### src/rtl/anc_pkg.sv
// Shared definitions for the ANC audio path (I2S rx/tx and friends).
package anc_pkg;

   localparam int SAMPLE_W   = 16;
   localparam int FRAME_BITS = 32;

   // Serial-port sequencing state, common to the tx and future rx blocks.
   typedef enum logic [1:0] {
      ST_IDLE  = 2'd0,
      ST_RUN   = 2'd1,
      ST_DRAIN = 2'd2
   } i2s_state_e;

endpackage

### src/rtl/i2s_clk_gen.sv
// Bit-clock generator: divides clk_i down to bclk as a registered data
// output and flags the bclk falling edge as a one-cycle strobe.
module i2s_clk_gen #(
   parameter int CLK_DIV = 4
) (
   input  logic clk_i,
   input  logic rst_i,
   input  logic run_i,
   output logic bclk_o,
   output logic fall_o
);

   logic [7:0] div_q, div_d;
   logic       bclk_q, bclk_d;
   logic       tc;

   assign tc     = run_i && (div_q == 8'(CLK_DIV - 1));
   assign fall_o = tc && bclk_q;
   assign bclk_o = bclk_q;

   // Divider next state; held at zero (bclk low) whenever the port is stopped.
   always_comb begin
      div_d  = div_q;
      bclk_d = bclk_q;
      if (!run_i) begin
         div_d  = '0;
         bclk_d = 1'b0;
      end else if (tc) begin
         div_d  = '0;
         bclk_d = ~bclk_q;
      end else begin
         div_d  = div_q + 8'd1;
      end
   end

   // Divider and bclk registers.
   always_ff @(posedge clk_i or posedge rst_i) begin
      if (rst_i) begin
         div_q  <= '0;
         bclk_q <= 1'b0;
      end else begin
         div_q  <= div_d;
         bclk_q <= bclk_d;
      end
   end

endmodule

### src/rtl/i2s_tx.sv
// I2S transmitter: mono sample is held, loaded once per frame as {W,W}
// and shifted out MSB first with the I2S one-bit delay after lrclk.
module i2s_tx
   import anc_pkg::*;
#(
   parameter int CLK_DIV  = 4,
   parameter int SAMPLE_W = anc_pkg::SAMPLE_W
) (
   input  logic                       clk_in,
   input  logic                       rst_in,
   input  logic                       enable_in,
   input  logic                       ready_in,
   input  logic signed [SAMPLE_W-1:0] sample_in,
   output logic                       bclk_out,
   output logic                       lrclk_out,
   output logic                       sdata_out,
   output logic                       overrun_out,
   output logic                       busy_out
);

   localparam int BC_W = $clog2(FRAME_BITS);

   i2s_state_e            state_q, state_d;
   logic [BC_W-1:0]       bit_cnt_q, bit_cnt_d;
   logic [FRAME_BITS-1:0] shift_q, shift_d;
   logic [SAMPLE_W-1:0]   hold_q, hold_d;
   logic                  hold_vld_q, hold_vld_d;
   logic [SAMPLE_W-1:0]   last_q, last_d;
   logic                  ovr_q, ovr_d;

   logic                  fall;
   logic                  frame_edge;
   logic                  load;
   logic [SAMPLE_W-1:0]   word;

   i2s_clk_gen #(.CLK_DIV(CLK_DIV)) u_clk_gen (
      .clk_i  (clk_in),
      .rst_i  (rst_in),
      .run_i  (state_q != ST_IDLE),
      .bclk_o (bclk_out),
      .fall_o (fall)
   );

   // Frame boundary is the fall that moves bit_cnt from 0 to 1. A drain
   // that is cancelled right on the boundary still loads so the next
   // frame carries audio rather than shifted-out zeros.
   assign frame_edge = fall && (bit_cnt_q == '0);
   assign load       = frame_edge && ((state_q == ST_RUN) || enable_in);
   assign word       = hold_vld_q ? hold_q : last_q;

   // FSM next state: stop requests take effect at the next frame boundary.
   always_comb begin
      state_d = state_q;
      case (state_q)
         ST_IDLE:  if (enable_in) state_d = ST_RUN;
         ST_RUN:   if (!enable_in) state_d = ST_DRAIN;
         ST_DRAIN: begin
            if (enable_in)       state_d = ST_RUN;
            else if (frame_edge) state_d = ST_IDLE;
         end
         default:  state_d = ST_IDLE;
      endcase
   end

   // Hold register, overrun detect, frame counter and shifter next state.
   always_comb begin
      bit_cnt_d  = bit_cnt_q;
      shift_d    = shift_q;
      hold_d     = hold_q;
      hold_vld_d = hold_vld_q;
      last_d     = last_q;
      ovr_d      = ready_in && hold_vld_q && !load;
      if (load) begin
         hold_vld_d = 1'b0;
         last_d     = word;
      end
      // A sample arriving on the load cycle survives into the next frame.
      if (ready_in) begin
         hold_d     = sample_in;
         hold_vld_d = 1'b1;
      end
      if (state_d == ST_IDLE) begin
         bit_cnt_d = '0;
         shift_d   = '0;
      end else if (fall) begin
         bit_cnt_d = bit_cnt_q + BC_W'(1);
         shift_d   = load ? {word, word} : {shift_q[FRAME_BITS-2:0], 1'b0};
      end
   end

   // State registers; reset drops every output immediately.
   always_ff @(posedge clk_in or posedge rst_in) begin
      if (rst_in) begin
         state_q    <= ST_IDLE;
         bit_cnt_q  <= '0;
         shift_q    <= '0;
         hold_q     <= '0;
         hold_vld_q <= 1'b0;
         last_q     <= '0;
         ovr_q      <= 1'b0;
      end else begin
         state_q    <= state_d;
         bit_cnt_q  <= bit_cnt_d;
         shift_q    <= shift_d;
         hold_q     <= hold_d;
         hold_vld_q <= hold_vld_d;
         last_q     <= last_d;
         ovr_q      <= ovr_d;
      end
   end

   assign lrclk_out   = bit_cnt_q[BC_W-1];
   assign sdata_out   = shift_q[FRAME_BITS-1];
   assign overrun_out = ovr_q;
   assign busy_out    = (state_q != ST_IDLE);

endmodule

### config.mk
export PLATFORM = sky130hd
export DESIGN_NAME = i2s_tx
export DESIGN_NICKNAME = d
export VERILOG_FILES = /design/src/rtl/anc_pkg.sv /design/src/rtl/i2s_clk_gen.sv /design/src/rtl/i2s_tx.sv
export SDC_FILE = /design/constraint.sdc
export NUM_CORES = 1
export LEC_CHECK = 0
export CAP_MARGIN = 20
export CORE_MARGIN = 2
export CORE_UTILIZATION = 63
export DETAILED_ROUTE_END_ITERATION = 10
export GPL_TIMING_DRIVEN = 0
export PLACE_DENSITY = 0.92
export SLEW_MARGIN = 10
export SYNTH_ARGS = -nofsm -noshare
export SYNTH_HDL_FRONTEND = slang
export SYNTH_SLANG_ARGS = --single-unit
### constraint.sdc
create_clock -name clk_in -period 5.1 [get_ports clk_in]
set_input_delay 0.51 -clock clk_in [delete_from_list [all_inputs] [get_ports clk_in]]
set_output_delay 0.51 -clock clk_in [all_outputs]
set_load 0.02 [all_outputs]
==> impl_results.md <==
* WL final at 7.37 mm
* Sequential fraction of the synthesis area at 54.4%
* Psw at 0.402 mW
* Root Buffer: clkbuf_8
* Max-slew headroom at 47.6%
* Worst-skew pair later-pin latency at 350 ps
* Power Density at 351 nW/um2
* Cts bufs inserted at 9
* Layout area overhead at 14.8%
* Ports at 25
* Status: finished clean
* Unique masters post-synth at 39
* Core area at 5850 um2
* Unrepaired setup endpoints after global routing: no
* Die Height at 81.4 um
* Diode count at 0
* Net Count, Synth at 325
* YS warnings at 0
* Die Footprint at 6630 um2
* Initial antenna violation count at 0
* Largest net degree at the start of global routing at 66
* Post-synth EDFFs at 0
* Global route overflow at 0
* Die Wd at 81.4 um
* DP Wirelength at 4.93 mm
* Clk slew on worst S/H paths at 70 ps
* Leakage at 2.09 nW
* CP arrival at 2440 ps
* Pint at 1.12 mW
* Pwr Total at 1.52 mW
* Seq pwr share at 51.6%
* #FFs+latches synth at 82
* Routed wire per std cell at 17.7 um
* Clock power frac at 31.4%
* WP data required at 5320 ps
* Synthesized area per cell at 12.5 um2
* Setup bufs post-CTS at 0
* Non-filler cells, final at 416
* Mapped Cells at 302
* Worst Hold Class: in2async
* Max-slew violation count at 0
* Clock sinks at 82
* Net Sw Frac at 26.5%
* Vias/cell at 6.06
* Nets at 360
* 1st-iter DRT viols at 180
* Crit-path max FO at 10
* Period minus WS final at 2220 ps
* Setup TNS at 0 ps
* Fill count at 363
* Final setup fails at 0
* Maximum vdd drop at 0.000261 V
* Drt pass-1 iters at 4
* Starting Density at 64.5%
* Skew final at 8.99 ps
* Post-synth top flop: dfrtp_1
* Setup WS pre-CTS at 2720 ps
* PostCTS Resize Cnt at 0
* H-tree depth at 3
* Tot GR Track Use at 25.7%
* Hold WS at 445 ps
* Max Freq at 451 MHz
* First-pass GRT wire length at 12.5 mm
* Comb power frac at 17.0%
* Worst slew pin tran at 786 ps
* Crit path kind: reg2reg
* Antenna violation net count after detailed routing at 0
* CTS Buffer Depth at 2
* Async set-reset flop share out of synthesis at 100%
* Final worst path period share at 43.5%
* Row count at 28
* DP Cell Count at 401
* Number of global-route vias before repair at 2500
* DRC at 0
* Post-CTS Hold Buffers at 0
* Worst Setup Start Kind: flop
* Layout cell share with drive strength beyond 1 at 18.5%
* RD Place Congestion at 0.855
* Total number of vias at 2522
* Max capacitance violation total at 0
* CTS tree: built
* CP endpoint kind: flop
* Final WS setup at 2880 ps
* Post-Syn Area at 3770 um2
* Hold violation count in the final report at 0
* PortBufs at 23
## final timing paths
check                      slack, ps            endpoint               start  cells after the start
hold reg to reg                  490         shift_q[21]         shift_q[21]                      1
setup / recovery                2880           last_q[1]  u_clk_gen.div_q[0]                      6
max in group asynchronous       4080         shift_q[24]              rst_in                      3
setup reg to reg                2880           last_q[1]  u_clk_gen.div_q[0]                      6
hold / removal                   450  u_clk_gen.div_q[5]              rst_in                      2
min in group clk_in              490         shift_q[21]         shift_q[21]                      1
## cells by family (layout without fill, tap and decap cells)
logic type | after synthesis | in the layout | synth area share, %
compound gates | 45 | 45 | 10.4
simple gates | 93 | 93 | 14.4
buf+inv | 22 | 61 | 2.92
xor+xnor | 9 | 9 | 2.09
mux | 48 | 48 | 14.8
flops | 82 | 82 | 54.4
fa+ha+maj | 3 | 3 | 0.995
## power by group through the flow
stage                     clock [mW]  combinational, mW  sequential, mW
after floorplan                    0              0.184           0.778
after global placement             0              0.242           0.784
after detailed placement           0              0.255           0.791
after CTS                      0.485              0.259           0.782
after global routing           0.515              0.284           0.793
final                          0.477              0.258           0.784
## routing by layer
metal / track usage, % / up-vias / share of wire (%)
li1: - / 1158 / -
met1: 37.2 / 1276 / 45
met2: 38.0 / 75 / 49
met3: 4.44 / 13 / 4.3
met4: 12.0 / 0 / 2.0
met5: 0 / - / 0
## final cells by class
type                            instances  area [um2]  share of cell area [%]
Buffer                                 18        95.1                    2.20
Inverter                                4        17.5                   0.404
Tap cell                               75        93.8                    2.17
Timing Repair Buffer                   24         258                    5.95
Clock buffer                           13         169                    3.90
Clock inverter                          2        35.0                   0.809
Multi-Input combinational cell        198        1610                    37.2
Sequential cell                        82        2050                    47.4
## per-stage QoR
step	area (um2)	util, %
final	4330	74.0
after global routing	4330	74.0
after global placement	4100	70.0
after detailed placement	4130	70.6
after CTS	4330	74.0
after floorplan	3770	-
## cell usage in the layout (no fill, tap or decap), types with 4 or more instances in the layout
cell / instances
mux2_2: 21
clkbuf_1: 7
buf_2: 8
a32o_1: 31
nor2_1: 13
nand3_1: 8
dfrtp_1: 82
nand2_1: 20
nand2b_1: 29
mux2_4: 10
mux2i_1: 17
clkbuf_8: 12
a21oi_1: 5
xor2_1: 7
clkdlybuf4s50_1: 23
and3_1: 4
## registers in the layout, indices dropped and copies added (netlist names)
name / flops
u_clk_gen.bclk_o: 1
last_q: 16
hold_vld_q: 1
state_q: 2
overrun_out: 1
hold_q: 16
bit_cnt_q: 5
shift_q: 32
u_clk_gen.div_q: 8
## worst max-delay path: stages (launching register included)
cell and delay (ps):
dfrtp_1 430, ha_1 270, nor3b_2 330, nand2_2 150, nor3_4 400, buf_12 200
mux2_4 310
## cells in the mapped netlist, types with 3 or more instances
cell      number  area, um2
dfrtp_1       82       2050
a32o_1        31        310
nand2b_1      29        181
mux2_2        21        236
nand2_1       20       75.1
mux2i_1       17        170
nor2_1        13       48.8
mux2_4        10        150
buf_2          8       40.0
nand3_1        8       40.0
xor2_1         7       61.3
clkbuf_1       6       22.5
a21oi_1        5       25.0
and3_1         4       25.0
inv_1          4       15.0
ha_1           3       37.5
o21ai_0        3       15.0
or2b_1         3       22.5
or3_1          3       18.8
(Power assumes the default switching activity.)
